===== src/rtl/byte_joining_param.sv =====
// Lane-to-stream byte joiner: serialises the active lanes of each accepted word
// onto one WIDTH-bit output, lane 0 first, through a two-entry word buffer.
module byte_joining_param #(
  parameter int LANES = 4,
  parameter int WIDTH = 8,
  parameter int MW    = 2,
  localparam int LW   = (LANES > 1) ? $clog2(LANES) : 1
) (
  input  logic                   clk,
  input  logic                   reset,
  input  logic [LANES*WIDTH-1:0] lane_data,
  input  logic [MW-1:0]          lane_mode,
  input  logic                   in_valid,
  output logic                   in_ready,
  output logic [WIDTH-1:0]       out,
  output logic                   out_valid,
  output logic [LW-1:0]          out_lane,
  output logic                   out_first
);

  localparam int LOG2_LANES = $clog2(LANES);

  typedef logic [LANES-1:0][WIDTH-1:0] word_t;

  // Each word is stored with the index of its last active lane, not the
  // count, so the finish test is a plain compare against the lane index.
  function automatic logic [LW-1:0] last_lane(input logic [MW-1:0] mode);
    if (int'(mode) >= LOG2_LANES) return LW'(LANES - 1);
    return LW'((1 << mode) - 1);
  endfunction

  // Buffer entries: CUR is the word being drained, NXT the parked word.
  logic            cur_valid, cur_valid_d;
  word_t           cur_data,  cur_data_d;
  logic [LW-1:0]   cur_last,  cur_last_d;
  logic [LW-1:0]   cur_idx,   cur_idx_d;
  logic            nxt_valid, nxt_valid_d;
  word_t           nxt_data,  nxt_data_d;
  logic [LW-1:0]   nxt_last,  nxt_last_d;

  logic [WIDTH-1:0] out_d;
  logic             out_valid_d;
  logic [LW-1:0]    out_lane_d;
  logic             out_first_d;

  logic          accept;
  logic          cur_finish;
  logic [LW-1:0] in_last;

  // Depends only on registered state and reset, never on in_valid.
  assign in_ready   = !nxt_valid && !reset;
  assign accept     = in_valid && in_ready;
  assign cur_finish = cur_valid && (cur_idx == cur_last);
  assign in_last    = last_lane(lane_mode);

  // NOTE: every signal assigned here gets a default first, so no path leaves
  // one unassigned and no latch is inferred.
  always_comb begin
    cur_valid_d = cur_valid;
    cur_data_d  = cur_data;
    cur_last_d  = cur_last;
    cur_idx_d   = cur_idx;
    nxt_valid_d = nxt_valid;
    nxt_data_d  = nxt_data;
    nxt_last_d  = nxt_last;

    if (!cur_valid || cur_finish) begin
      // CUR is free at this edge: refill from NXT first, else straight from input.
      cur_idx_d = '0;
      if (nxt_valid) begin
        cur_valid_d = 1'b1;
        cur_data_d  = nxt_data;
        cur_last_d  = nxt_last;
        nxt_valid_d = 1'b0;
      end else if (accept) begin
        cur_valid_d = 1'b1;
        cur_data_d  = lane_data;
        cur_last_d  = in_last;
      end else begin
        cur_valid_d = 1'b0;
      end
    end else begin
      cur_idx_d = cur_idx + 1'b1;
      if (accept) begin
        nxt_valid_d = 1'b1;
        nxt_data_d  = lane_data;
        nxt_last_d  = in_last;
      end
    end
  end

  always_comb begin
    out_d       = '0;
    out_valid_d = 1'b0;
    out_first_d = 1'b0;
    out_lane_d  = out_lane;
    if (cur_valid) begin
      out_d       = cur_data[cur_idx];
      out_valid_d = 1'b1;
      out_first_d = (cur_idx == '0);
      out_lane_d  = cur_idx;
    end
  end

  // NOTE: sequential state is written with non-blocking assignments so every
  // register samples the pre-edge values computed above.
  always_ff @(posedge clk) begin
    if (reset) begin
      cur_valid <= 1'b0;
      nxt_valid <= 1'b0;
      cur_idx   <= '0;
      out       <= '0;
      out_valid <= 1'b0;
      out_lane  <= '0;
      out_first <= 1'b0;
    end else begin
      cur_valid <= cur_valid_d;
      nxt_valid <= nxt_valid_d;
      cur_idx   <= cur_idx_d;
      out       <= out_d;
      out_valid <= out_valid_d;
      out_lane  <= out_lane_d;
      out_first <= out_first_d;
    end
  end

  // NOTE: payload storage is left without reset; it is only ever read while
  // the matching valid flag, which is reset, is set.
  always_ff @(posedge clk) begin
    cur_data <= cur_data_d;
    cur_last <= cur_last_d;
    nxt_data <= nxt_data_d;
    nxt_last <= nxt_last_d;
  end

endmodule


===== config.mk =====
export PLATFORM = sky130hd
export DESIGN_NAME = byte_joining_param
export DESIGN_NICKNAME = d
export VERILOG_FILES = /design/src/rtl/byte_joining_param.sv
export SDC_FILE = /design/constraint.sdc
export NUM_CORES = 1
export LEC_CHECK = 0
export ABC_AREA = 1
export CORE_MARGIN = 4
export CORE_UTILIZATION = 35
export CTS_BUF_LIST = sky130_fd_sc_hd__clkbuf_4
export CTS_CLUSTER_DIAMETER = 50
export DETAILED_ROUTE_END_ITERATION = 8
export PLACE_DENSITY = 0.66
export SYNTH_ARGS = -nofsm -noshare
export SYNTH_HDL_FRONTEND = slang
export SYNTH_SLANG_ARGS = --single-unit

===== constraint.sdc =====
create_clock -name clk -period 3.8 [get_ports clk]
set_input_delay 0.76 -clock clk [delete_from_list [all_inputs] [get_ports clk]]
set_output_delay 0.76 -clock clk [all_outputs]
set_load 0.1 [all_outputs]

==> metrics.md <==
| Metric | Value |
|---|---|
| Core area | 9770 sq um |
| Slowest library cell on the worst path | sky130_fd_sc_hd__clkdlybuf4s50_1 |
| Area of the die | 11700 sq um |
| Clock transition at the register clock pins on the worst setup and hold paths after CTS | 0.12 ns |
| Worst hold path depth | 2 |
| Post-route setup TNS | 0 ns |
| Share of the synthesized netlist area taken by xor and xnor gates | 0 |
| Portion of total power attributed to the clock network | 0.242 |
| Synth area leaders | sky130_fd_sc_hd__edfxtp_1 (58%), sky130_fd_sc_hd__nand2_1 (14%), sky130_fd_sc_hd__dfxtp_1 (9.1%) |
| Clock latency on the worst-skew pair | 0.41 ns |
| Max rail drop VDD | 0.201 mV |
| Post-synth EDFFs | 68 |
| Number of distinct standard cells referenced by the synthesized netlist | 22 |
| Endpoint required time on the critical path | 3.04 ns |
| All-layer global routing usage | 0.115 |
| Kind of capture point of the worst setup path | output pin |
| Detailed-placement wirelength estimate | 4200 microns |
| Remaining Overflow, GRT | 0 |
| Async S/R FF share, synth | 0 |
| Die boundary width | 108 microns |
| Cell breakdown of the critical path | clkdlybuf4s50_1 |
| Net count after synthesis | 361 |
| Drt first-iter violations | 79 |
| Share of the yosys chip area belonging to registers | 0.675 |
| Maximum number of pins on one net before global-route repair | 38 |
| Category of the critical setup timing path | reg -> out |
| Kind of start point of the critical path | flop |
| Area share of the leading cell type in the synthesized netlist | 0.583 |
| Maximum fanout encountered on the critical timing path | 2 |
| Wirelength per Cell | 12.2 microns |
| Via count normalized by instance count | 4.23 |
| Maximum single-stage delay on the critical path | 1.13 ns |
| Simple-Gate Fraction of Synth Area | 0.220 |
| Fin. Hold Viols | 0 |
| First-pass GRT wire length | 10300 microns |
| Sequential share of power | 0.601 |
| Post-CTS Resized | 0 |
| Area occupied by multi-input gates | 901 sq um |
| Power per Cell Area | 423 nW/um^2 |
| Number of buffers inserted by post-CTS setup repair | 0 |
| Worst-margin pin slew | 0.976 ns |
| Synthesized-area fraction occupied by ao, oa, aoi and oai cells | 0.0300 |
| Unrepaired setup endpoints after global routing | no |
| TritonCTS sink count | 84 |
| Leakage component of the power | 1.73 nW |
| Synthesized area | 3500 sq um |
| Crit path DAT | 1.89 ns |
| Worst-case headroom to the max-slew limit | 0.347 |
| Vias post-DR | 2166 |
| Level count of the clock H-tree | 3 |
| Post-cts hold buffer count | 0 |
| Multiplexer fraction of the synthesized cell area | 0 |
| Worst hold slack | 0.518 ns |
| Run status | finished clean |
| Min-Delay Path Class | reg -> reg |
| Cell-internal power | 1.30 mW |
| Ports placed on the boundary | 50 |
| Comb power frac | 0.157 |
| Most instantiated flip-flop cell in the synthesis netlist | sky130_fd_sc_hd__edfxtp_1 |
| Number of I/O port buffers | 49 |
| Final-report setup violation count | 0 |
| Cell family with the largest share of critical-path delay | buffers and inverters |
| Achievable Freq | 377 MHz |
| Final core utilization | 0.431 |
| Number of buffers added by the clock tree synthesis step | 9 |
| Post-layout net count | 412 |
| Clk_skew | 0.0155 ns |
| Buffering stage count on the worst path with inverters included | 1 |
| Number of placement rows | 36 |
| Max-capacitance violation count | 0 |
| Flip-flop and latch count after synthesis | 84 |
| CTS tree | done |
| Post-route fraction of the period consumed by the critical path | 0.699 |
| DRC viols | 0 |
| Critical Path Stages | 1 |
| Area of all sequential standard cells | 2360 sq um |
| Layout cells sized above 1 | 0.137 |
| Share of synthesized cell area in full adder, half adder and majority cells | 0.00357 |
| Die extent in y | 108 microns |
| Dominant cell type by area after synthesis | sky130_fd_sc_hd__edfxtp_1 |
| CTS root buf | sky130_fd_sc_hd__clkbuf_4 |
| Leading cell types in the layout, fill and taps excluded | sky130_fd_sc_hd__nand2_1 (135), sky130_fd_sc_hd__edfxtp_1 (68), sky130_fd_sc_hd__clkdlybuf4s50_1 (48) |
| Fin. max-slew vios | 0 |
| Via count of the first global-routing pass | 2132 |
| Largest family of logic cells by synthesized area | simple AND/OR/NAND/NOR gates |
| Worst Reg-to-Reg Cells | 7 |
| Final GP Congestion | 0.757 |
| Drt first pass iters | 5 |
| Max Buffers Root-to-Sink | 2 |
| Most common cell after layout, fill and taps aside | sky130_fd_sc_hd__nand2_1 |
| Proportion of total power due to net switching | 0.272 |
| Initial antenna violation count | 0 |
| Yosys warnings | 0 |
| Final antenna-violating net count | 0 |
| Power spent charging and discharging nets | 0.485 mW |
| Fill cell count | 964 |
| Diodes inserted | 0 |
| Average cell area after synthesis | 10.8 sq um |
| Gate Count Post-Synth | 323 |
| Area added between synthesis and finish | 20.3% |
| Starting density of the core | 0.358 |
| Total Power Consumption | 1.78 mW |
| Final Critical Period | 2.65 ns |
| Drt total wl | 6250 microns |
[cell families (layout without fill, tap and decap cells)]
family | Yosys count | after routing
buf+inv | 54 | 110
flops | 84 | 84
simple gates | 169 | 169
fa+ha+maj | 1 | 1
compound gates | 15 | 15
[through the flow]
step                worst slack (ns)  instance area [sq um]  cells
floorplan                      0.210                   3500    323
global placement                1.43                   4110    496
detailed placement              1.41                   4110    496
CTS                             1.10                   4210    512
global route                    1.04                   4210    512
finish                          1.15                   4210    512
[path summary, 6_finish.rpt]
kind,startpoint,to,slack (ns)
max,out_lane[1],out_lane[1],1.15
min reg2reg,nxt_last[0],cur_last[0],0.52
max reg2reg,cur_idx[1],nxt_data[12],1.54
min,nxt_last[0],cur_last[0],0.52
[power groups by stage]
stage	logic (mW)	clock network, mW	registers (mW)
finish	0.279	0.432	1.07
detailed placement	0.283	0	1.09
CTS	0.284	0.446	1.07
floorplan	0.128	0	1.16
global route	0.305	0.501	1.08
global placement	0.279	0	1.09
[tightest hold or removal path, cell delays in order (launching register included)]
cell and delay, ns:
sky130_fd_sc_hd__edfxtp_1 0.34, sky130_fd_sc_hd__nand2_1 0.05, sky130_fd_sc_hd__nand2_1 0.05
[final cells by class]
class	instances	area share
Sequential cell	84	0.561
Multi-Input combinational cell	185	0.214
Timing Repair Buffer	53	0.123
Tap cell	133	0.0395
Inverter	41	0.0377
Clock buffer	12	0.0214
Clock inverter	4	0.00416
[layer usage]
metal | global-route usage | vias up | routed length [microns]
met2 | 0.181 | 53 | 2970
met3 | 0.0304 | 8 | 334
met1 | 0.148 | 975 | 2830
met4 | 0.0514 | 0 | 114
met5 | 0 | - | 0
li1 | - | 1130 | -
[synthesized netlist by cell type (4+ instances only)]
library cell,n
sky130_fd_sc_hd__nand2_4,9
sky130_fd_sc_hd__nand3_1,8
sky130_fd_sc_hd__buf_2,5
sky130_fd_sc_hd__nand3_2,8
sky130_fd_sc_hd__nor2_1,6
sky130_fd_sc_hd__nand2_1,135
sky130_fd_sc_hd__a21oi_2,8
sky130_fd_sc_hd__dfxtp_1,16
sky130_fd_sc_hd__inv_1,37
sky130_fd_sc_hd__edfxtp_1,68
sky130_fd_sc_hd__a21oi_1,4
[state kept, by name, indices dropped and copies added (netlist names)]
signal,flops
cur_data,32
cur_idx,2
cur_last,2
cur_valid,1
nxt_data,32
nxt_last,2
nxt_valid,1
out,8
out_first,1
out_lane,2
out_valid,1
Note: power is estimated with default switching activity, not from simulation.
